`src/rtl/regfile_wb_arbiter.sv`:
```
// Write-back arbiter and pending-write scoreboard for the register file write port.
// Define WB_ARB_FIXED_PRIORITY_EN for lowest-index-wins arbitration instead of round-robin.
module regfile_wb_arbiter #(
    parameter int DATA_WIDTH = 32,
    parameter int NUM_SRC    = 3
) (
    input  logic                         clock,
    input  logic                         reset,
    input  logic [NUM_SRC-1:0]           src_req,
    input  logic [5*NUM_SRC-1:0]         src_addr,
    input  logic [DATA_WIDTH*NUM_SRC-1:0] src_data,
    output logic [NUM_SRC-1:0]           src_grant,
    output logic                         wb_enable,
    output logic [4:0]                   wb_address,
    output logic [DATA_WIDTH-1:0]        wb_data,
    input  logic                         issue_valid,
    input  logic [4:0]                   issue_rd,
    input  logic                         flush,
    input  logic [4:0]                   rs_query,
    input  logic [4:0]                   rt_query,
    output logic                         rs_busy,
    output logic                         rt_busy
);

    localparam int PW = (NUM_SRC > 1) ? $clog2(NUM_SRC) : 1;
    localparam logic [PW-1:0] LAST_IDX = PW'(NUM_SRC - 1);

    // Handshake: a source holds req/addr/data stable until a rising edge where its
    // grant is high; the write is transferred at exactly that edge (req acts as valid,
    // grant as ready), and the source may present a new write in the next cycle.
    logic [NUM_SRC-1:0]    grant;
    logic                  grant_any;
    logic [4:0]            grant_addr;
    logic [DATA_WIDTH-1:0] grant_data;
    logic [31:0]           pending;
    logic [31:0]           pending_next;

`ifdef WB_ARB_FIXED_PRIORITY_EN
    always_comb begin
        grant = '0;
        for (int i = NUM_SRC - 1; i >= 0; i--) begin
            if (src_req[i]) begin
                grant    = '0;
                grant[i] = 1'b1;
            end
        end
        if (reset) grant = '0;
    end
`else
    logic [PW-1:0] last_ptr;
    logic [PW-1:0] idx;
    logic [PW-1:0] grant_idx;

    // Walk the sources starting one past the last winner, wrapping at NUM_SRC-1.
    always_comb begin
        grant     = '0;
        grant_idx = last_ptr;
        idx       = last_ptr;
        for (int k = 0; k < NUM_SRC; k++) begin
            idx = (idx == LAST_IDX) ? '0 : idx + PW'(1);
            if (grant == '0 && src_req[idx]) begin
                grant[idx] = 1'b1;
                grant_idx  = idx;
            end
        end
        if (reset) grant = '0;
    end

    always_ff @(posedge clock or posedge reset) begin
        if (reset) begin
            last_ptr <= LAST_IDX;
        end else if (grant_any) begin
            last_ptr <= grant_idx;
        end
    end
`endif

    assign grant_any = |grant;
    assign src_grant = grant;

    always_comb begin
        grant_addr = '0;
        grant_data = '0;
        for (int i = 0; i < NUM_SRC; i++) begin
            if (grant[i]) begin
                grant_addr = grant_addr | src_addr[5*i +: 5];
                grant_data = grant_data | src_data[DATA_WIDTH*i +: DATA_WIDTH];
            end
        end
    end

    // Flush first, then retire the granted write, then a newer producer re-marks its register.
    always_comb begin
        pending_next = flush ? '0 : pending;
        if (grant_any) pending_next[grant_addr] = 1'b0;
        if (issue_valid && issue_rd != 5'd0) pending_next[issue_rd] = 1'b1;
    end

    always_ff @(posedge clock or posedge reset) begin
        if (reset) begin
            wb_enable  <= 1'b0;
            wb_address <= '0;
            wb_data    <= '0;
            pending    <= '0;
        end else begin
            pending <= pending_next;
            if (grant_any) begin
                wb_enable  <= (grant_addr != 5'd0);
                wb_address <= grant_addr;
                wb_data    <= grant_data;
            end else begin
                wb_enable  <= 1'b0;
            end
        end
    end

    assign rs_busy = pending[rs_query] & (rs_query != 5'd0);
    assign rt_busy = pending[rt_query] & (rt_query != 5'd0);

endmodule
```
`config.mk`:
```
export PLATFORM = sky130hd
export DESIGN_NAME = regfile_wb_arbiter
export DESIGN_NICKNAME = d
export VERILOG_FILES = /design/src/rtl/regfile_wb_arbiter.sv
export SDC_FILE = /design/constraint.sdc
export NUM_CORES = 1
export LEC_CHECK = 0
export ABC_AREA = 1
export BUFFER_PORTS_ARGS = -buffer_cell sky130_fd_sc_hd__buf_2
export CAP_MARGIN = 0
export CORE_MARGIN = 3
export CORE_UTILIZATION = 30
export DETAILED_ROUTE_END_ITERATION = 8
export PLACE_DENSITY = 0.52
export SYNTH_ARGS = -nofsm -noshare
export SYNTH_HDL_FRONTEND = slang
export SYNTH_SLANG_ARGS = --single-unit
```
`constraint.sdc`:
```
create_clock -name clock -period 2.7 [get_ports clock]
set_input_delay 0.675 -clock clock [delete_from_list [all_inputs] [get_ports clock]]
set_output_delay 0.675 -clock clock [all_outputs]
set_load 0.03 [all_outputs]
```
# Word-level counts from Yosys, hierarchy flattened
# Index checks and enable logic that the tools add are counted.
word_totals:
  regBits: 72
  latch_bits: 0
  ram_bits: 0
  romBits: 0
  output_inout_bits: 43
  mem_count: 0
op_classes:
  addsub: 3
  n_mul: 0
  n_div: 0
  magnitude_cmp: 12
  n_eq_ne: 3
  shifts: 0
  muxes: 40
  n_bitwise: 11
  n_reduce_logical: 17
op_table:
  columns: ["op", "n"]
  rows:
  - ["$mux W32", 6]
  - ["$or A32 B32 Y32", 3]
  - ["$and A32 B32 Y32", 1]
  - ["$not A32 Y32", 1]
  - ["$lt A5 B6 Y1 const B", 4]
  - ["$reduce_bool A5 Y1", 4]
  - ["$mux W5", 3]
  - ["$mux W2", 6]
  - ["$mux W3", 4]
  - ["$mux W1", 11]
  - ["$bmux W1 S5", 2]
  - ["$demux W1 S5", 2]
  - ["$ge A5 B1 Y1 const B", 2]
  - ["$or A5 B5 Y5", 2]
  - ["$lt A2 B3 Y1 const B", 3]
  - ["$logic_and A1 B1 Y1", 8]
  - ["$add A2 B1 Y2 const B", 3]
  - ["$bmux W1 S2", 3]
  - ["$demux W1 S2", 3]
  - ["$eq A2 B2 Y1 const B", 3]
  - ["$ge A2 B1 Y1 const B", 3]
  - ["$logic_not A3 Y1", 2]
  - ["$or A3 B3 Y3", 2]
  - ["$reduce_bool A3 Y1", 1]
  - ["other kinds (3)", 4]

# Depth between registers and ports, before layout
# Gate-level depths: netlist of run 1.
logic_depth:
  ltp_word: 28
  mapped_depth: 14
  ltp_nobuf: 14

# Worst setup path after synthesis of run 1
# Ideal clock, no wire load.
synth_path:
  kind: "input -> register"
  start: "input reset"
  end: "register pending[24]"
  arrival_ns: 2.758
  t_required_ns: 2.583
  slack_ns: -0.174
  cell_stages: 9
  path_cell_list: "clkinv_1 buf_2 nand3_1 nand3_4 nand2_1 nor2_2 nand2_1 nand2_1 nand2_1"
synth_via:
  elab_chain_cells: 15
  word_cells_on_any_way: 17
  cone_classes: "order compare: 2; mux: 8; bitwise: 5; reduce/logical: 2"
synth_lines:
  columns: ["element", "line_no", "source"]
  rows:
  - ["from (decl)", "8", "input logic reset,"]
  - ["$mux W3 (*)", "66", "if (reset) grant = '0;"]
  - ["$mux W5", "85", "if (grant[i]) begin"]
  - ["$or A5 B5 Y5", "86", "grant_addr = grant_addr | src_addr[5*i +: 5];"]
  - ["$mux W5", "85", null]
  - ["$or A5 B5 Y5", "86", null]
  - ["$mux W5", "85", null]
  - ["$lt A5 B6 Y1 (not written as such) / $ge A5 B1 Y1 (equally long branches)", "95", "if (grant_any) pending_next[grant_addr] = 1'b0;"]
  - ["$logic_and A1 B1 Y1 (not written as such)", "95", null]
  - ["$mux W1 (not written as such)", "95", null]
  - ["$demux W1 S5", "95", null]
  - ["$not A32 Y32 (no source line)", null, null]
  - ["$and A32 B32 Y32 (no source line)", null, null]
  - ["$mux W32 (*)", "95", null]
  - ["$or A32 B32 Y32 (no source line)", null, null]
  - ["$mux W32 (*)", "96", "if (issue_valid && issue_rd != 5'd0) pending_next[issue_rd] = 1'b1;"]
  - ["net pending_next[24]", "36", "logic [31:0] pending_next;"]
  - ["to (signal assigned)", "106", "pending <= pending_next;"]
  - ["to (decl)", "35", "logic [31:0] pending;"]
# Mark *: on every way through the listed nets, which the timed path passes. The rest lies on a longest branch.
# A chain may end at the register's enable or synchronous reset.

# Worst setup path in the final report of run 1
layout_path:
  start: "register last_ptr[1]"
  end: "output src_grant[2]"
layout_via:
  elab_chain_cells: 14
  word_cells_on_any_way: 40
  cone_classes: "add/sub: 3; order compare: 6; eq/ne: 3; mux: 19; bitwise: 2; reduce/logical: 7"
layout_lines:
  columns: ["element", "line_no", "source"]
  rows:
  - ["from (decl)", "50", "logic [PW-1:0] last_ptr;"]
  - ["from (signal assigned)", "73", "last_ptr <= grant_idx;"]
  - ["$add A2 B1 Y2 / $eq A2 B2 Y1 (equally long branches)", "60", "idx = (idx == LAST_IDX) ? '0 : idx + PW'(1);"]
  - ["$mux W2 (*)", "60", null]
  - ["parallel branches: the longest is 10 deep, another holds $lt A2 B3 Y1", null, null]
  - ["$mux W3 (*)", "61", "if (grant == '0 && src_req[idx]) begin"]
  - ["$mux W3 (*)", "66", null]
  - ["to (decl)", "12", "output logic [NUM_SRC-1:0] src_grant,"]
# Every way passes the cells marked *. The select of a mux whose other input is x is not followed.

==> results.json, run 1 <==
{
  "maxCapViolCount": 0,
  "die_w_um": 130,
  "gr-total-overflow": 0,
  "dr_total_vias": 4930,
  "synth_edf_count": 0,
  "rows": 44,
  "hpwl_mm": 12.5,
  "drt_iter0_drc": 161,
  "maxSlewViolCount": 0,
  "post-route-period-util_pct": 98.4,
  "coreArea_um2": 14800,
  "clock.fmax_mhz": 376,
  "r2r_cells": 13,
  "power_frac_seq_pct": 27.7,
  "peakVddDrop_mv": 0.369,
  "r2r_end": "pending[12]$_DFF_PP0_",
  "synth_seq_cells": 72,
  "cpPeakStageDelay_ns": 0.57,
  "synth_nets": 803,
  "cp_max_fo": 6,
  "cts_tree": "built",
  "synth_compound_area_share_pct": 10.8,
  "worstSetupPathType": "flip-flop to output port",
  "grt_pass1_vias": 4813,
  "routed_wl_mm": 15.8,
  "synth-simple-area-share_pct": 41.7,
  "synthFlopType": "dfrtp_1",
  "drc": 0,
  "cts_hold_buf": 0,
  "clkLatencyLatePin_ns": 0.33,
  "mostFrequentLayoutCell": "nand2_1",
  "wl_per_cell_um": 15.2,
  "nets": 983,
  "setup_viol": 0,
  "synth.area.mux_share_pct": 0,
  "endpoint_kind": "output port",
  "start_kind": "flip-flop",
  "grt_max_degree": 38,
  "path_buf_inv": 4,
  "drtAntennaViolNets": 0,
  "hold_ws_ns": 0.270,
  "synthArstFlopShare_pct": 100,
  "clockPowerShare_pct": 19.3,
  "clk_path_buf_depth": 2,
  "num_io_pins": 176,
  "rsz0062_at_grt": "yes",
  "grt_first_pass_wirelength_mm": 25.0,
  "worst_path_most_repeated_cell": "nand2_2",
  "antenna_found_initial": 1,
  "fin_crit_ns": 2.66,
  "numCtsBuffers": 9,
  "intPower_mw": 3.01,
  "n_antenna_cell": 0,
  "nFillCells": 1613,
  "p_sw_mw": 2.73,
  "hold_violations": 0,
  "die-area_um2": 16800,
  "io_buffer_count": 175,
  "hold_class": "primary input to async pin",
  "ys.warnings.count": 0,
  "initial_core_util_pct": 31.1,
  "synth_top_family_by_area": "simple AND/OR/NAND/NOR gates",
  "finalClockSkew_ns": 0.00498,
  "swShare_pct": 47.5,
  "synthesis.area_um2": 4600,
  "cts_root_buffer": "clkbuf_16",
  "cts.sinks": 72,
  "drive_above_1_share_pct": 29.1,
  "syn_to_final_growth_pct": 31.6,
  "cts_htree_levels": 3,
  "ys_types": 30,
  "clk_pin_slew_ns": 0.05,
  "crit_arrival_ns": 1.98,
  "viasPerCell": 4.74,
  "cpMaxStageDelayCell": "dfstp_2",
  "netlist_instances": 670,
  "synthAdderAreaFrac_pct": 0,
  "r2r_slack_ns": 0.37,
  "track_usage_pct": 19.2,
  "startpoint": "last_ptr[1]$_DFFE_PP1P_",
  "maxSlewHeadroom_pct": 55.6,
  "p_comb_share_pct": 53.0,
  "path_delay_family": "flip-flops",
  "final_util_pct": 41.0,
  "power.density_nw_per_um2": 949,
  "most-common-layout-cells": "252 x nand2_1, 172 x buf_2, 71 x dfrtp_1",
  "place_congestion": 0.881,
  "syn_area_per_cell_um2": 6.86,
  "synth_xor_xnor_area_share_pct": 0,
  "tightest_slew_ns": 0.663,
  "crit_chain": "buf_4 -> nand2_1 -> nand3_2 -> clkinv_1 -> nand4_1 -> nand2_2 -> nand2_2 -> inv_1 -> clkbuf_4",
  "outcome": "completed",
  "power.leakage_nw": 3.16,
  "chipHeight_um": 130,
  "required_ns": 2.03,
  "timing.rr.start": "last_ptr[1]$_DFFE_PP1P_",
  "first_pass_iters": 4,
  "seq_area_frac_synth_pct": 39.2
}
[registers in the layout, indices dropped and copies added (netlist names)]
name / flops
last_ptr: 2
pending: 32
wb_address: 5
wb_data: 32
wb_enable: 1
[layer usage]
metal / up-vias / global-route usage (%) / part of all wire [%] / routed length (um)
met2: 157 / 32.8 / 49 / 7790
met5: - / 0 / 0.082 / 13
met3: 17 / 4.75 / 6.5 / 1030
met1: 2207 / 23.8 / 42 / 6690
met4: 2 / 6.11 / 1.7 / 261
li1: 2547 / - / - / -
[power by group through the flow]
stage,logic [mW],clock network [mW],registers (mW)
detailed placement,3.00,0,1.60
global placement,3.00,0,1.61
CTS,3.00,1.15,1.60
global route,3.35,1.20,1.63
floorplan,1.50,0,2.16
finish,3.04,1.11,1.59
[logic make-up after synthesis]
group	Yosys count
compound gates	88
buf+inv	90
flops	72
simple gates	420
[worst register-to-register path, stage by stage (launching register included)]
cell	delay, ns
dfstp_2	0.57
buf_4	0.13
nand2_1	0.08
nand3_2	0.13
clkinv_1	0.13
nand4_1	0.12
nand2_2	0.07
nand2_2	0.10
buf_4	0.17
nor2_1	0.04
nor2_1	0.20
nand3_1	0.22
o21bai_1	0.18
nand2_1	0.07
[final cells by class]
type                       instances  area [um^2]  share of cell area, %
clock inverter                     1         5.00                 0.0828
tap                              184          230                   3.81
inverter                          65          258                   4.26
multi-input combinational        508         2430                   40.2
clock buffer                      15          268                   4.43
sequential                        72         1800                   29.8
timing repair buffer             194         1050                   17.4
[metrics by stage]
step	instance area [um^2]	TNS, ns	power, mW	std cells	worst slack (ns)
after floorplan	4600	0	3.66	670	0.200
after global placement	5710	0	4.61	1020	0.135
after detailed placement	5710	0	4.60	1020	0.118
after CTS	5990	0	5.74	1036	0.00101
after global routing	6050	-0.123	6.18	1039	-0.0735
final	6050	0	5.74	1039	0.0437
[Yosys cell counts, types with 2 or more instances]
| master | instances | area share [%] |
|---|---|---|
| a21oi_1 | 27 | 2.9 |
| a22oi_1 | 6 | 0.98 |
| a31oi_1 | 2 | 0.27 |
| buf_2 | 11 | 1.2 |
| buf_6 | 4 | 0.98 |
| clkbuf_1 | 10 | 0.82 |
| clkinv_1 | 4 | 0.33 |
| dfrtp_1 | 71 | 39 |
| inv_1 | 56 | 4.6 |
| inv_2 | 4 | 0.33 |
| nand2_1 | 255 | 21 |
| nand2_2 | 3 | 0.41 |
| nand3_1 | 57 | 6.2 |
| nand3_2 | 11 | 2.4 |
| nand3_4 | 3 | 1.1 |
| nand4_1 | 32 | 4.4 |
| nor2_1 | 43 | 3.5 |
| nor2_2 | 6 | 0.82 |
| nor2_4 | 5 | 1.2 |
| nor3_1 | 2 | 0.22 |
| o211ai_1 | 7 | 1.1 |
| o21ai_0 | 32 | 3.5 |
| o21ai_1 | 7 | 0.76 |
| o21bai_1 | 6 | 0.98 |
[worst max path at each step]
stage,depth (start not counted),endpoint
final,9,src_grant[2]
after global routing,9,src_grant[2]
after CTS,9,src_grant[0]
after detailed placement,10,rs_busy
after global placement,10,rs_busy
after floorplan,8,rs_busy
[repair_timing]
item / CTS / global route
pin swaps: 0 / 2
gates cloned: 0 / 0
endpoints found under the setup margin: 2 / 5
setup buffers: 0 / 3
resized for setup: 2 / 12
Note: power is estimated with default switching activity, not from simulation.
==> run 2: changes to the inputs <==
--- a/config.mk
+++ b/config.mk
@@ -5,13 +5,12 @@
 export SDC_FILE = /design/constraint.sdc
 export NUM_CORES = 1
 export LEC_CHECK = 0
-export ABC_AREA = 1
 export BUFFER_PORTS_ARGS = -buffer_cell sky130_fd_sc_hd__buf_2
 export CAP_MARGIN = 0
 export CORE_MARGIN = 3
 export CORE_UTILIZATION = 30
 export DETAILED_ROUTE_END_ITERATION = 8
-export PLACE_DENSITY = 0.52
+export PLACE_DENSITY = 0.53
 export SYNTH_ARGS = -nofsm -noshare
 export SYNTH_HDL_FRONTEND = slang
 export SYNTH_SLANG_ARGS = --single-unit
==> run 2 against run 1 <==
The flow now finishes with violations (negative setup slack). Synthesized cell count down 29%. Global-route usage up 0.63 points. Final cell count down 20%. Largest cell class unchanged.
==> results.json, run 2 <==
{
  "maxSlewHeadroom_pct": 12.2,
  "mostFrequentLayoutCell": "buf_2",
  "cpPeakStageDelay_ns": 0.49,
  "synth_seq_cells": 71,
  "cts_root_buffer": "clkbuf_16",
  "chipHeight_um": 127,
  "clk_pin_slew_ns": 0.06,
  "synthFlopType": "dfrtp_1",
  "place_area_um2": 5520,
  "reg_top3": "wb_data x32, pending x31, wb_address x5",
  "drive_above_1_share_pct": 37.7,
  "rows": 43,
  "design_area_um2": 5900,
  "synthArstFlopShare_pct": 100,
  "netlist.area_leader.share_pct": 39.9,
  "num_io_pins": 176,
  "path_buf_inv": 2,
  "most-common-layout-cells": "169 x buf_2, 95 x nand2_1, 70 x dfrtp_1",
  "synth.largest_area_cell": "dfrtp_1",
  "clk_path_buf_depth": 2,
  "endpoint_kind": "output port",
  "synth_commonest_cells": "96 x nand2_1, 70 x dfrtp_1, 37 x nor2b_1",
  "drc": 0,
  "viasPerCell": 5.47,
  "grt_max_degree": 72,
  "ys_types": 41,
  "drtAntennaViolNets": 0,
  "cpMaxStageDelayCell": "mux4_2",
  "ys.warnings.count": 0,
  "die_w_um": 127,
  "place_congestion": 0.979,
  "crit_chain": "buf_12 -> mux4_2 -> mux4_2 -> mux2_4 -> buf_6",
  "maxSlewViolCount": 0,
  "gr-total-overflow": 0,
  "fin_tns_setup_ns": -0.297,
  "worst_slack_ns": -0.150,
  "hold_ws_ns": 0.475,
  "coreArea_um2": 14100,
  "grt_pass1_vias": 4544,
  "p_total_mw": 4.57,
  "clkLatencyLatePin_ns": 0.33,
  "final_util_pct": 41.9,
  "routed_wl_mm": 16.1,
  "start_kind": "primary input",
  "nets": 775,
  "hpwl_mm": 11.9,
  "worstSetupPathType": "primary input to output port",
  "required_ns": 2.03,
  "n_antenna_cell": 0,
  "tightest_slew_ns": 1.32,
  "nFillCells": 1427,
  "regMostFlops": "wb_data",
  "worst_path_most_repeated_cell": "mux4_2",
  "peakVddDrop_mv": 0.483,
  "rsz0062_at_grt": "yes",
  "synth_edf_count": 0,
  "first_pass_iters": 7,
  "setup_viol": 2,
  "initial_core_util_pct": 31.2,
  "hold_violations": 0,
  "die-area_um2": 16100,
  "io_buffer_count": 175,
  "post-route-period-util_pct": 106,
  "post-place-ws_ns": -0.357,
  "maxCapViolCount": 0,
  "cts_tree": "built",
  "finalClockSkew_ns": 0.00751,
  "clock.fmax_mhz": 351,
  "power.leakage_nw": 2.83,
  "syn_area_per_cell_um2": 9.27,
  "violations": "negative setup slack",
  "antenna_found_initial": 0,
  "seq_area_frac_synth_pct": 40.5,
  "path_delay_family": "multiplexers",
  "cp_max_fo": 6,
  "hold_class": "flip-flop to flip-flop",
  "cts_htree_levels": 3,
  "grt_first_pass_wirelength_mm": 25.1,
  "synthesis.area_um2": 4390,
  "synth_area_leaders": "dfrtp_1 40%, mux4_2 9.2%, nand2_1 8.2%",
  "final_cells": 827,
  "track_usage_pct": 19.8,
  "netlist_instances": 474,
  "outcome": "finished with violations",
  "dr_total_vias": 4520,
  "wl_per_cell_um": 19.5,
  "cts_hold_buf": 0,
  "drt_iter0_drc": 293,
  "cts.sinks": 71,
  "dpl.cell_count": 809,
  "fin_crit_ns": 2.85,
  "power.density_nw_per_um2": 774,
  "synth_nets": 607,
  "synth_most_common_cell": "nand2_1",
  "syn_to_final_growth_pct": 34.3,
  "crit_arrival_ns": 2.17,
  "numCtsBuffers": 9,
  "largest_reg_flops": 32
}
run 2: cell types whose count changed after synthesis, moves of 8 or more:
| cell | previous run | this run |
|---|---|---|
| a31oi_1 | 2 | 12 |
| buf_2 | 11 | 3 |
| nand4_1 | 32 | 2 |
| nor2_1 | 43 | 21 |
| a21oi_1 | 27 | 2 |
| clkbuf_1 | 10 | 29 |
| a222oi_1 | 0 | 20 |
| nand3_2 | 11 | 0 |
| mux4_2 | 0 | 18 |
| o31ai_1 | 0 | 30 |
| nand2_1 | 255 | 96 |
| nand3_1 | 57 | 35 |
| inv_1 | 56 | 3 |
| nor2b_1 | 0 | 37 |
run 2: per-layer routing:
layer  vias up  wire [um]  track usage [%]
li1       2125          -                -
met1      2147       6360             24.6
met2       225       8230             34.4
met3        23       1230             4.52
met4         0        295             5.87
met5         -          0                0
run 2: layout make-up:
type,instances,area [um^2],area share (%)
clock buffers,10,239,4.05
clock inverters,6,70.1,1.19
inverters,3,15.0,0.255
multi-input cells,364,2480,42.1
flip-flops and latches,71,1780,30.1
well taps,180,225,3.82
repair buffers,193,1090,18.5
run 2: final timing paths:
kind	startpoint	to	slack (ns)	depth (start not counted)
worst max-delay path	rt_query[0]	rt_busy	-0.15	5
worst min-delay path	wb_data[28]$_DFFE_PP0N_	wb_data[28]$_DFFE_PP0N_	0.47	2
worst max register to register	last_ptr[1]$_DFFE_PP1P_	pending[8]$_DFF_PP0_	0.29	5
worst min register to register	wb_data[28]$_DFFE_PP0N_	wb_data[28]$_DFFE_PP0N_	0.47	2
max in group asynchronous	reset	wb_data[13]$_DFFE_PP0N_	1.35	3
min in group asynchronous	reset	pending[15]$_DFF_PP0_	0.74	3
run 2: power breakdown:
part | switching, mW | internal [mW]
Combinational | 1.17 | 0.608
Sequential | 0.207 | 1.35
Clock | 0.483 | 0.744
run 2: repair_timing:
action	4_1_cts	5_1_grt
setup buffers	1	0
cloned	1	0
pin swaps	1	0
resized for setup	15	1
setup endpoints to repair	3	2
run 2: cell families (layout without fill, tap and decap cells):
logic type,count (synthesis),count (layout),synth area share [%]
flip-flops,71,71,40.5
AND/OR/NAND/NOR,209,210,22.4
multiplexers,23,23,10.5
buffers and inverters,40,212,4.02
AO/OA/AOI/OAI,131,131,22.6
run 2: worst min-delay path: cells and delay by family (launching register included):
| kind | cells | cell delay [ns] |
|---|---|---|
| AND/OR/NAND/NOR | 2 | 0.11 |
| flip-flops | 1 | 0.34 |
==> run 3: changes to the inputs <==
--- a/config.mk
+++ b/config.mk
@@ -5,12 +5,14 @@
 export SDC_FILE = /design/constraint.sdc
 export NUM_CORES = 1
 export LEC_CHECK = 0
+export ABC_CLOCK_PERIOD_IN_PS = 2700
 export BUFFER_PORTS_ARGS = -buffer_cell sky130_fd_sc_hd__buf_2
 export CAP_MARGIN = 0
 export CORE_MARGIN = 3
 export CORE_UTILIZATION = 30
 export DETAILED_ROUTE_END_ITERATION = 8
 export PLACE_DENSITY = 0.53
+export RECOVER_POWER = 50
 export SYNTH_ARGS = -nofsm -noshare
 export SYNTH_HDL_FRONTEND = slang
 export SYNTH_SLANG_ARGS = --single-unit
==> run 3 against run 2 <==
First-iteration DRC count grew 1.4%. Worst hold slack gained 0.0023 ns. Sequential power is essentially flat. The run ends with max-capacitance violations, max-slew violations, negative setup slack left. Critical endpoint unchanged. Sequential share of layout area grew 0.15 points. Flip-flop and latch count is the same. Core utilization shrank 0.21 points. Combinational power is essentially flat. Highest routed layer unchanged. Power shrank 0.58%. Count of clock-buffer cells in the layout is the same. Clock skew shrank 0.0011 ns.
==> results.json, run 3 (synthesis results as in run 2) <==
{
  "outcome": "finished with violations",
  "violations": "max-capacitance violations, max-slew violations, negative setup slack",
  "clock.fmax_mhz": 351,
  "rsz0062_at_grt": "yes",
  "hold_class": "flip-flop to flip-flop",
  "post-route-period-util_pct": 106,
  "grt_first_pass_wirelength_mm": 25.1,
  "cts.sinks": 71,
  "drive_above_1_share_pct": 34.6,
  "syn_to_final_growth_pct": 33.6,
  "place_congestion": 0.979,
  "post-place-ws_ns": -0.357,
  "final_cells": 827,
  "cp_num_cells": 5,
  "cpMaxStageDelayCell": "mux4_2",
  "dpl.cell_count": 809,
  "place_area_um2": 5520,
  "grt_max_degree": 72,
  "initial_core_util_pct": 31.2,
  "path_delay_family": "multiplexers",
  "num_io_pins": 176,
  "design_area_um2": 5870,
  "drc": 0,
  "cts_tree": "built",
  "crit_chain": "buf_12 -> mux4_2 -> mux4_2 -> mux2_4 -> buf_6",
  "worst_path_most_repeated_cell": "mux4_2",
  "reg_top3": "wb_data x32, pending x31, wb_address x5",
  "hold_depth": 2,
  "tightest_slew_ns": 1.83,
  "clkLatencyLatePin_ns": 0.33,
  "nFillCells": 1435,
  "grt_pass1_vias": 4544,
  "nets": 775,
  "routed_wl_mm": 16.1,
  "worst_slack_ns": -0.150,
  "die_w_um": 127,
  "dr_total_vias": 4540,
  "endpoint_kind": "output port",
  "mostFrequentLayoutCell": "buf_2",
  "worstSetupPathType": "primary input to output port",
  "crit_arrival_ns": 2.18,
  "track_usage_pct": 19.8,
  "coreArea_um2": 14100,
  "drt_iter0_drc": 297,
  "cts_root_buffer": "clkbuf_16",
  "n_antenna_cell": 0,
  "hpwl_mm": 11.9,
  "cts_htree_levels": 3,
  "largest_reg_flops": 32,
  "cp_max_fo": 6,
  "die-area_um2": 16100,
  "power.leakage_nw": 2.77,
  "power.density_nw_per_um2": 774,
  "path_buf_inv": 2,
  "gr-total-overflow": 0,
  "hold_violations": 0,
  "numCtsBuffers": 9,
  "fin_crit_ns": 2.85,
  "maxCapViolCount": 1,
  "maxSlewViolCount": 72,
  "drtAntennaViolNets": 0,
  "chipHeight_um": 127,
  "antenna_found_initial": 0,
  "clk_pin_slew_ns": 0.06,
  "io_buffer_count": 175,
  "cpPeakStageDelay_ns": 0.49,
  "seqCellArea_um2": 1780,
  "start_kind": "primary input",
  "setup_viol": 2,
  "most-common-layout-cells": "149 x buf_2, 95 x nand2_1, 70 x dfrtp_1",
  "required_ns": 2.03,
  "clk_path_buf_depth": 2,
  "finalClockSkew_ns": 0.00637,
  "peakVddDrop_mv": 0.480,
  "viasPerCell": 5.49,
  "first_pass_iters": 6,
  "rows": 43,
  "r2r_cells": 5,
  "maxSlewHeadroom_pct": -21.8,
  "regMostFlops": "wb_data",
  "multi_input_area_um2": 2480,
  "wl_per_cell_um": 19.5
}
==> run 3: cell count changes in the layout (fill, tap and decap cells not counted), sizes merged <==
| cell | previous run | this run |
|---|---|---|
| buf | 193 | 172 |
| clkbuf | 10 | 31 |
==> run 3: path summary, 6_finish.rpt <==
path	startpoint	endpoint	slack [ns]
min	wb_address[1]$_DFFE_PP0N_	wb_address[1]$_DFFE_PP0N_	0.48
max reg2reg	last_ptr[1]$_DFFE_PP1P_	pending[8]$_DFF_PP0_	0.30
min in group asynchronous	reset	pending[15]$_DFF_PP0_	1.17
min reg2reg	wb_address[1]$_DFFE_PP0N_	wb_address[1]$_DFFE_PP0N_	0.48
max	rt_query[0]	rt_busy	-0.15
max in group asynchronous	reset	wb_data[13]$_DFFE_PP0N_	0.45
==> run 3: final cells by class <==
cell class                 instances  area share (%)
multi-input combinational        364            42.3
sequential                        71            30.3
timing repair buffer             193            18.1
clock buffer                      10            4.07
tap                              180            3.84
clock inverter                     6            1.19
inverter                           3           0.213
==> run 3: tightest hold or removal path, delay by kind of cell, from the launching register on <==
kind	cells	cell delay, ns
DFF	1	0.34
and+or+nand+nor	2	0.11
==> run 3: repair_timing <==
item	4_1_cts	5_1_grt
gates cloned	1	0
pin swaps	1	0
buffers inserted	1	0
endpoints found under the setup margin	3	2
gates resized for setup	15	1
hold buffers	0	0
==> run 3: metrics by stage <==
step           hold slack [ns]  TNS (ns)  total power [mW]  util [%]
6_report                 0.477    -0.297              4.54      41.6
5_1_grt                  0.501    -0.344              4.77      41.6
4_1_cts                  0.479    -0.307              4.60      41.8
3_5_place_dp             0.461    -0.692              3.35      39.2
3_3_place_gp             0.458    -0.568              3.31      39.2
2_1_floorplan            0.549     -1.58              2.70         -
==> run 3: metal layers <==
metal / global-route usage, % / up-vias / routed length [um]
met3: 4.52 / 19 / 1310
met2: 34.4 / 247 / 8310
li1: - / 2124 / -
met1: 24.6 / 2150 / 6320
met4: 5.87 / 0 / 214
met5: 0 / - / 0
==> run 3: report_power, final <==
part	internal, mW	leakage (nW)	switching (mW)	total [mW]
clock network	0.744	0.141	0.486	1.23
registers	1.35	0.901	0.211	1.57
logic	0.575	1.73	1.17	1.75
total	2.67	2.77	1.87	4.54
